--- src/rtl/pipe_ctrl_pkg.sv ---
// Shared types and constants for the pipeline controller.
// Holds FSM state encoding, exception code constants, default vectors
// and the redirect-target decode used on exception entry.
package pipe_ctrl_pkg;

  typedef logic [0:0] pipe_state_t;

  localparam pipe_state_t ST_RUN   = 1'b0;
  localparam pipe_state_t ST_FLUSH = 1'b1;

  localparam int unsigned XLEN = 32;

  localparam logic [XLEN-1:0] EXC_INT     = 32'h0000_0001;
  localparam logic [XLEN-1:0] EXC_SYSCALL = 32'h0000_0008;
  localparam logic [XLEN-1:0] EXC_RI      = 32'h0000_000A;
  localparam logic [XLEN-1:0] EXC_OV      = 32'h0000_000C;
  localparam logic [XLEN-1:0] EXC_TRAP    = 32'h0000_000D;
  localparam logic [XLEN-1:0] EXC_ERET    = 32'h0000_000E;

  localparam logic [XLEN-1:0] DEF_VEC_INT = 32'h0000_0020;
  localparam logic [XLEN-1:0] DEF_VEC_GEN = 32'h0000_0040;

  // Map an exception code to its redirect target; unknown codes redirect to 0.
  function automatic logic [XLEN-1:0] redirect_pc(
    input logic [XLEN-1:0] code,
    input logic [XLEN-1:0] epc,
    input logic [XLEN-1:0] vec_int,
    input logic [XLEN-1:0] vec_gen
  );
    logic [XLEN-1:0] pc;
    pc = '0;
    case (code)
      EXC_INT:                             pc = vec_int;
      EXC_SYSCALL, EXC_RI, EXC_OV, EXC_TRAP: pc = vec_gen;
      EXC_ERET:                            pc = epc;
      default:                             pc = '0;
    endcase
    return pc;
  endfunction

endpackage

--- src/rtl/pipe_ctrl_gen_stall_mask_enc.sv ---
// Highest-set-bit to thermometer mask: every stage at or below the
// most-downstream requester holds.
module stall_mask_enc #(
  parameter int unsigned NSTAGE = 6
) (
  input  logic [NSTAGE-1:0] req_i,
  output logic [NSTAGE-1:0] mask_c_o
);

  // Running OR from the top bit down yields the thermometer mask.
  always_comb begin
    logic acc;
    acc      = 1'b0;
    mask_c_o = '0;
    for (int i = int'(NSTAGE) - 1; i >= 0; i--) begin
      acc         = acc | req_i[i];
      mask_c_o[i] = acc;
    end
  end

endmodule

--- src/rtl/pipe_ctrl_gen.sv ---
// Pipeline stall/flush controller.
// Produces a combinational stall mask, a registered one-cycle flush pulse
// with its redirect PC, and (with PIPE_CTRL_WDOG_EN defined) a sticky
// stall-watchdog timeout flag.
module pipe_ctrl_gen
  import pipe_ctrl_pkg::*;
#(
  parameter int unsigned NSTAGE  = 6,
  parameter int unsigned WDOG_W  = 8,
  parameter logic [31:0] VEC_INT = DEF_VEC_INT,
  parameter logic [31:0] VEC_GEN = DEF_VEC_GEN
) (
  input  logic              clk,
  input  logic              reset_n,
  input  logic [NSTAGE-1:0] stall_req,
  input  logic [31:0]       excepttype_i,
  input  logic [31:0]       cp0_epc_i,
  output logic [NSTAGE-1:0] stall,
  output logic              flush,
  output logic [31:0]       new_pc,
  output logic              wdog_timeout
);

  pipe_state_t       state_q, state_d;
  logic              flush_q, flush_d;
  logic [31:0]       new_pc_q, new_pc_d;
  logic [NSTAGE-1:0] mask_c;
  logic [NSTAGE-1:0] stall_c;
  logic              exc_c;

  stall_mask_enc #(.NSTAGE(NSTAGE)) u_mask (
    .req_i    (stall_req),
    .mask_c_o (mask_c)
  );

  assign exc_c = (excepttype_i != 32'h0);

  // Next-state, flush pulse and stall mask; stall only passes in quiet RUN.
  always_comb begin
    state_d  = state_q;
    flush_d  = 1'b0;
    new_pc_d = '0;
    stall_c  = '0;
    case (state_q)
      ST_RUN: begin
        if (exc_c) begin
          state_d  = ST_FLUSH;
          flush_d  = 1'b1;
          new_pc_d = redirect_pc(excepttype_i, cp0_epc_i, VEC_INT, VEC_GEN);
        end else begin
          stall_c = mask_c;
        end
      end
      ST_FLUSH: state_d = ST_RUN;
      default:  state_d = ST_RUN;
    endcase
    if (!reset_n) stall_c = '0;
  end

  // State and flush/redirect registers.
  always_ff @(posedge clk) begin
    if (!reset_n) begin
      state_q  <= ST_RUN;
      flush_q  <= 1'b0;
      new_pc_q <= '0;
    end else begin
      state_q  <= state_d;
      flush_q  <= flush_d;
      new_pc_q <= new_pc_d;
    end
  end

  assign stall  = stall_c;
  assign flush  = flush_q;
  assign new_pc = new_pc_q;

`ifdef PIPE_CTRL_WDOG_EN
  localparam logic [WDOG_W-1:0] WDOG_MAX = '1;

  logic [WDOG_W-1:0] wcnt_q, wcnt_d;
  logic              wto_q, wto_d;

  // Count consecutive stalled RUN cycles, saturating; timeout is sticky.
  always_comb begin
    wcnt_d = '0;
    wto_d  = wto_q;
    if ((state_q == ST_RUN) && (stall_c != '0)) begin
      wcnt_d = (wcnt_q == WDOG_MAX) ? wcnt_q : wcnt_q + WDOG_W'(1);
    end
    if (wcnt_d == WDOG_MAX) wto_d = 1'b1;
  end

  // Watchdog registers.
  always_ff @(posedge clk) begin
    if (!reset_n) begin
      wcnt_q <= '0;
      wto_q  <= 1'b0;
    end else begin
      wcnt_q <= wcnt_d;
      wto_q  <= wto_d;
    end
  end

  assign wdog_timeout = wto_q;
`else
  assign wdog_timeout = 1'b0;
`endif

endmodule

--- config.mk ---
export PLATFORM = sky130hd
export DESIGN_NAME = pipe_ctrl_gen
export DESIGN_NICKNAME = d
export VERILOG_FILES = /design/src/rtl/pipe_ctrl_pkg.sv /design/src/rtl/pipe_ctrl_gen_stall_mask_enc.sv /design/src/rtl/pipe_ctrl_gen.sv
export SDC_FILE = /design/constraint.sdc
export NUM_CORES = 1
export LEC_CHECK = 0
export ABC_AREA = 1
export BUFFER_PORTS_ARGS = -buffer_cell sky130_fd_sc_hd__buf_2
export CELL_PAD_IN_SITES_DETAIL_PLACEMENT = 2
export CELL_PAD_IN_SITES_GLOBAL_PLACEMENT = 2
export CORE_MARGIN = 5
export CORE_UTILIZATION = 18
export DETAILED_ROUTE_END_ITERATION = 12
export PLACE_DENSITY = 0.81
export SLEW_MARGIN = 20
export SYNTH_ARGS = -nofsm -noshare
export SYNTH_HDL_FRONTEND = slang
export SYNTH_SLANG_ARGS = --single-unit
--- constraint.sdc ---
create_clock -name clk -period 1.6 [get_ports clk]
set_input_delay 0.32 -clock clk [delete_from_list [all_inputs] [get_ports clk]]
set_output_delay 0.32 -clock clk [all_outputs]
set_load 0.01 [all_outputs]
==> impl_metrics.xml <==
<?xml version="1.0" encoding="UTF-8"?>
<metrics>
  <group name="outcome">
    <metric name="status" unit="">finished, violations left</metric>
    <metric name="violated_checks" unit="">negative setup slack</metric>
  </group>
  <group name="route">
    <metric name="detail_route.drc_violations" unit="">0</metric>
    <metric name="drt-vias-per-instance" unit="">4.122</metric>
    <metric name="drt-total-wl" unit="um">6575</metric>
    <metric name="post_drt_wl_per_cell" unit="um">15.08</metric>
    <metric name="drt_first_pass_iters" unit="">4</metric>
    <metric name="initialDrtViolationCount" unit="">20</metric>
    <metric name="dr_total_vias" unit="">1797</metric>
    <metric name="route.antenna.remaining_nets" unit="">0</metric>
  </group>
  <group name="worst_hold_path">
    <metric name="hold_path_end" unit="">new_pc[29]</metric>
    <metric name="hold_start" unit="">cp0_epc_i[29]</metric>
    <metric name="whs_path_depth" unit="">3</metric>
    <metric name="worstHoldPathType" unit="">input port to flop</metric>
  </group>
  <group name="worst_setup_path">
    <metric name="setup.reg_to_reg.worst_slack" unit="ns">0.35</metric>
    <metric name="data_required_time_of_the_worst_path" unit="ns">1.28</metric>
    <metric name="worst_path_max_delay_cell" unit="">sky130_fd_sc_hd__buf_2</metric>
    <metric name="critical_path.top_delay_family" unit="">simple AND/OR/NAND/NOR gates</metric>
    <metric name="worst_setup_path_startpoint" unit="">excepttype_i[15]</metric>
    <metric name="crit_path_max_fanout" unit="">6</metric>
    <metric name="cp_data_arrival_time" unit="ns">1.34</metric>
    <metric name="crit_path_max_incr_delay" unit="ns">0.14</metric>
    <metric name="count_of_cell_instances_traversed_by_the_critical_path" unit="">10</metric>
    <metric name="crit_buf_inv" unit="">3</metric>
    <metric name="crit_path_cell_trace" unit="">buf_6, nor2_4, nand2_2, buf_6, nor2_4, nand2_4, nor2_4, nand2_4, nor2_2, buf_2</metric>
    <metric name="worstReg2RegEnd" unit="">new_pc[14]</metric>
    <metric name="crit_path_frequent_cell" unit="">sky130_fd_sc_hd__nor2_4</metric>
    <metric name="start_kind" unit="">input port</metric>
    <metric name="reg2reg_depth" unit="">6</metric>
    <metric name="end_kind" unit="">output pin</metric>
    <metric name="r2r_start" unit="">flush</metric>
    <metric name="worstSetupPathType" unit="">input port to output pin</metric>
  </group>
  <group name="grt">
    <metric name="overflow" unit="">0</metric>
    <metric name="first_global_vias" unit="">1948</metric>
    <metric name="grt_max_degree" unit="">33</metric>
    <metric name="grt_util_all_layers" unit="%">11.37</metric>
    <metric name="grt_first_pass_wirelength" unit="um">8997</metric>
    <metric name="grt_antenna_before_repair" unit="">0</metric>
  </group>
  <group name="floorplanning">
    <metric name="initial_cell_density_of_the_core" unit="%">18.24</metric>
    <metric name="core_region_area" unit="um^2">7647</metric>
    <metric name="rows" unit="">32</metric>
    <metric name="ios" unit="">112</metric>
    <metric name="floorplan.die.width" unit="um">98.04</metric>
    <metric name="fp.dieArea" unit="um^2">9611</metric>
    <metric name="die_h" unit="um">98.04</metric>
  </group>
  <group name="layout">
    <metric name="post_route_cells_drive_above_1_share" unit="%">67.66</metric>
    <metric name="diodes_inserted" unit="">0</metric>
    <metric name="design_area" unit="um^2">2922</metric>
    <metric name="layoutNonFillerInstCount" unit="">436</metric>
    <metric name="design.final.nets" unit="">405</metric>
    <metric name="areaGrowthSynthToFinish" unit="%">109.4</metric>
  </group>
  <group name="power">
    <metric name="power.share.combinational" unit="%">15.0</metric>
    <metric name="total_leakage_power" unit="nW">1.361</metric>
    <metric name="total_switching_power" unit="mW">0.4152</metric>
    <metric name="intPower" unit="mW">1.496</metric>
    <metric name="total_power" unit="mW">1.911</metric>
    <metric name="power_switching_share" unit="%">21.72</metric>
    <metric name="power.share.sequential" unit="%">43.1</metric>
    <metric name="power.density" unit="nW/um^2">654.2</metric>
    <metric name="irDropWorstVdd" unit="V">0.0003925</metric>
    <metric name="pwr-share-clk" unit="%">41.9</metric>
  </group>
  <group name="logic_synthesis">
    <metric name="synthDominantAreaCellType" unit="">sky130_fd_sc_hd__dfxtp_1</metric>
    <metric name="syn-mean-instance-area" unit="um^2">7.541</metric>
    <metric name="synthesis_stage_register_bit_count" unit="">33</metric>
    <metric name="synth_area_leaders" unit="">sky130_fd_sc_hd__dfxtp_1 47%, sky130_fd_sc_hd__nor2_1 17%, sky130_fd_sc_hd__nand3_1 12%, sky130_fd_sc_hd__buf_6 7.3%, sky130_fd_sc_hd__nand2_1 4.8%</metric>
    <metric name="yosysWarningCount" unit="">0</metric>
    <metric name="mappedNetlistArea" unit="um^2">1395</metric>
    <metric name="synth_cells" unit="">185</metric>
    <metric name="post_synth_num_cell_types" unit="">16</metric>
    <metric name="synth.yosys.seq_area_share" unit="%">47.35</metric>
    <metric name="synthesis.nets" unit="">257</metric>
    <metric name="synth_largest_type_area_fraction" unit="%">47.35</metric>
  </group>
  <group name="placed_design">
    <metric name="portBuffers" unit="">110</metric>
    <metric name="detailedPlacementHpwl" unit="um">4344</metric>
    <metric name="placed_area" unit="um^2">2150</metric>
    <metric name="dp_worst_setup_slack" unit="ns">-0.1241</metric>
    <metric name="globalplace.congestion" unit="">0.7000</metric>
    <metric name="place.detailed.instances" unit="">405</metric>
  </group>
  <group name="clock_tree">
    <metric name="clock_sinks" unit="">33</metric>
    <metric name="clockRootBuffer" unit="">sky130_fd_sc_hd__clkbuf_8</metric>
    <metric name="clock_buffer_count_from_cts" unit="">5</metric>
    <metric name="clock_tree_from_tritoncts" unit="">done</metric>
    <metric name="clk_transition_reported_paths" unit="ns">0.07</metric>
    <metric name="clk_latency" unit="ns">0.27</metric>
    <metric name="cts-root-to-sink-buffers" unit="">2</metric>
    <metric name="htreeDepth" unit="">2</metric>
  </group>
  <group name="timing">
    <metric name="timing_hold_violations_final" unit="">0</metric>
    <metric name="min_period" unit="ns">1.665</metric>
    <metric name="max_freq" unit="MHz">600.7</metric>
    <metric name="post-route-period-util" unit="%">104.0</metric>
    <metric name="unrepaired_setup_endpoints_after_global_routing" unit="">true</metric>
    <metric name="clock_skew" unit="ns">0.004533</metric>
    <metric name="slew_violations" unit="">0</metric>
    <metric name="setup_slack" unit="ns">-0.06462</metric>
    <metric name="count_of_final_setup_violators" unit="">7</metric>
  </group>
  <group name="job">
    <metric name="drv_cap" unit="">0</metric>
  </group>
</metrics>
==> worst reg2reg max path, stage by stage, from the launching register on <==
cell	delay, ns
sky130_fd_sc_hd__dfxtp_1	0.31
sky130_fd_sc_hd__nor2_1	0.22
sky130_fd_sc_hd__buf_4	0.17
sky130_fd_sc_hd__o21ai_4	0.06
sky130_fd_sc_hd__buf_12	0.15
sky130_fd_sc_hd__clkbuf_16	0.16
sky130_fd_sc_hd__nor2_1	0.12
==> power by group through the flow <==
stage	Combinational, mW	Sequential [mW]	Clock [mW]
floorplan	0.0583	0.843	0
global placement	0.178	0.843	0
CTS	0.214	0.823	0.829
detailed placement	0.184	0.843	0
global route	0.311	0.823	0.859
finish	0.287	0.824	0.800
==> cells in the final DEF (no fill, tap or decap), types with 6 or more instances in the layout <==
cell                       count
sky130_fd_sc_hd__inv_1        10
sky130_fd_sc_hd__buf_6        13
sky130_fd_sc_hd__buf_2       100
sky130_fd_sc_hd__nand2_1      13
sky130_fd_sc_hd__nor2_4       11
sky130_fd_sc_hd__buf_4        27
sky130_fd_sc_hd__nor2_2       16
sky130_fd_sc_hd__dfxtp_1      33
sky130_fd_sc_hd__nand3_2      24
sky130_fd_sc_hd__clkbuf_8      6
sky130_fd_sc_hd__nor2_1       41
==> cell families (layout without fill, tap and decap cells) <==
kind of cell	Yosys count	in the layout	share of synthesized area, %
other	1	1	0.2688
flip-flops	33	33	47.35
buffers and inverters	23	172	11.30
AO/OA/AOI/OAI	4	4	2.242
AND/OR/NAND/NOR	124	124	38.83
==> cell type report <==
class	instances	area, um^2
fillers	880	4726
multi-input cells	129	878.3
repair buffers	151	1090
flip-flops and latches	33	660.6
clock inverters	1	30.03
well taps	102	127.6
inverters	13	48.80
clock buffers	7	86.33
==> worst max path at each step <==
stage                to  slack, ns
3_5_place_dp   stall[5]      -0.12
2_1_floorplan  stall[2]       0.14
3_3_place_gp   stall[2]      -0.08
5_1_grt        stall[2]      -0.14
6_report       stall[5]      -0.06
4_1_cts        stall[4]      -0.08
==> synth_stat cells <==
cell type,n
sky130_fd_sc_hd__dfxtp_1,33
sky130_fd_sc_hd__nand4_1,2
sky130_fd_sc_hd__inv_1,11
sky130_fd_sc_hd__o21ai_4,1
sky130_fd_sc_hd__nand2_2,1
sky130_fd_sc_hd__nor2_1,64
sky130_fd_sc_hd__conb_1,1
sky130_fd_sc_hd__buf_6,9
sky130_fd_sc_hd__nand3_1,33
sky130_fd_sc_hd__inv_2,2
sky130_fd_sc_hd__nand2_1,18
sky130_fd_sc_hd__buf_4,1
sky130_fd_sc_hd__nor2_4,3
sky130_fd_sc_hd__nor2_2,1
sky130_fd_sc_hd__a21oi_1,3
sky130_fd_sc_hd__nor3_1,2
==> layer usage <==
layer / global-route usage (%) / wire (um) / vias up
met5: 0 / 0 / -
met4: 2.130 / 63 / 0
met3: 3.429 / 374 / 6
met2: 23.09 / 3824 / 58
met1: 11.22 / 2313 / 860
li1: - / - / 873
==> stage by stage <==
stage / util (%) / setup TNS (ns) / hold slack [ns]
floorplan: - / 0 / 0.4642
global placement: 28.11 / -0.2943 / 0.5691
detailed placement: 28.11 / -0.6956 / 0.5766
CTS: 31.97 / -0.6577 / 0.2775
global route: 38.20 / -1.769 / 0.2722
finish: 38.20 / -0.2958 / 0.2710
==> state kept, by name, summed over array words and instances (netlist names) <==
name	cells
flush	1
new_pc	32
==> what timing repair did <==
item / 4_1_cts / 5_1_grt
gates cloned: 0 / 6
gates resized for setup: 17 / 71
endpoints found under the hold margin: 0 / 0
hold buffers: 0 / 0
buffers inserted: 15 / 6
pin swaps: 17 / 45
setup endpoints to repair: 6 / 39
Note: power is estimated with default switching activity, not from simulation.
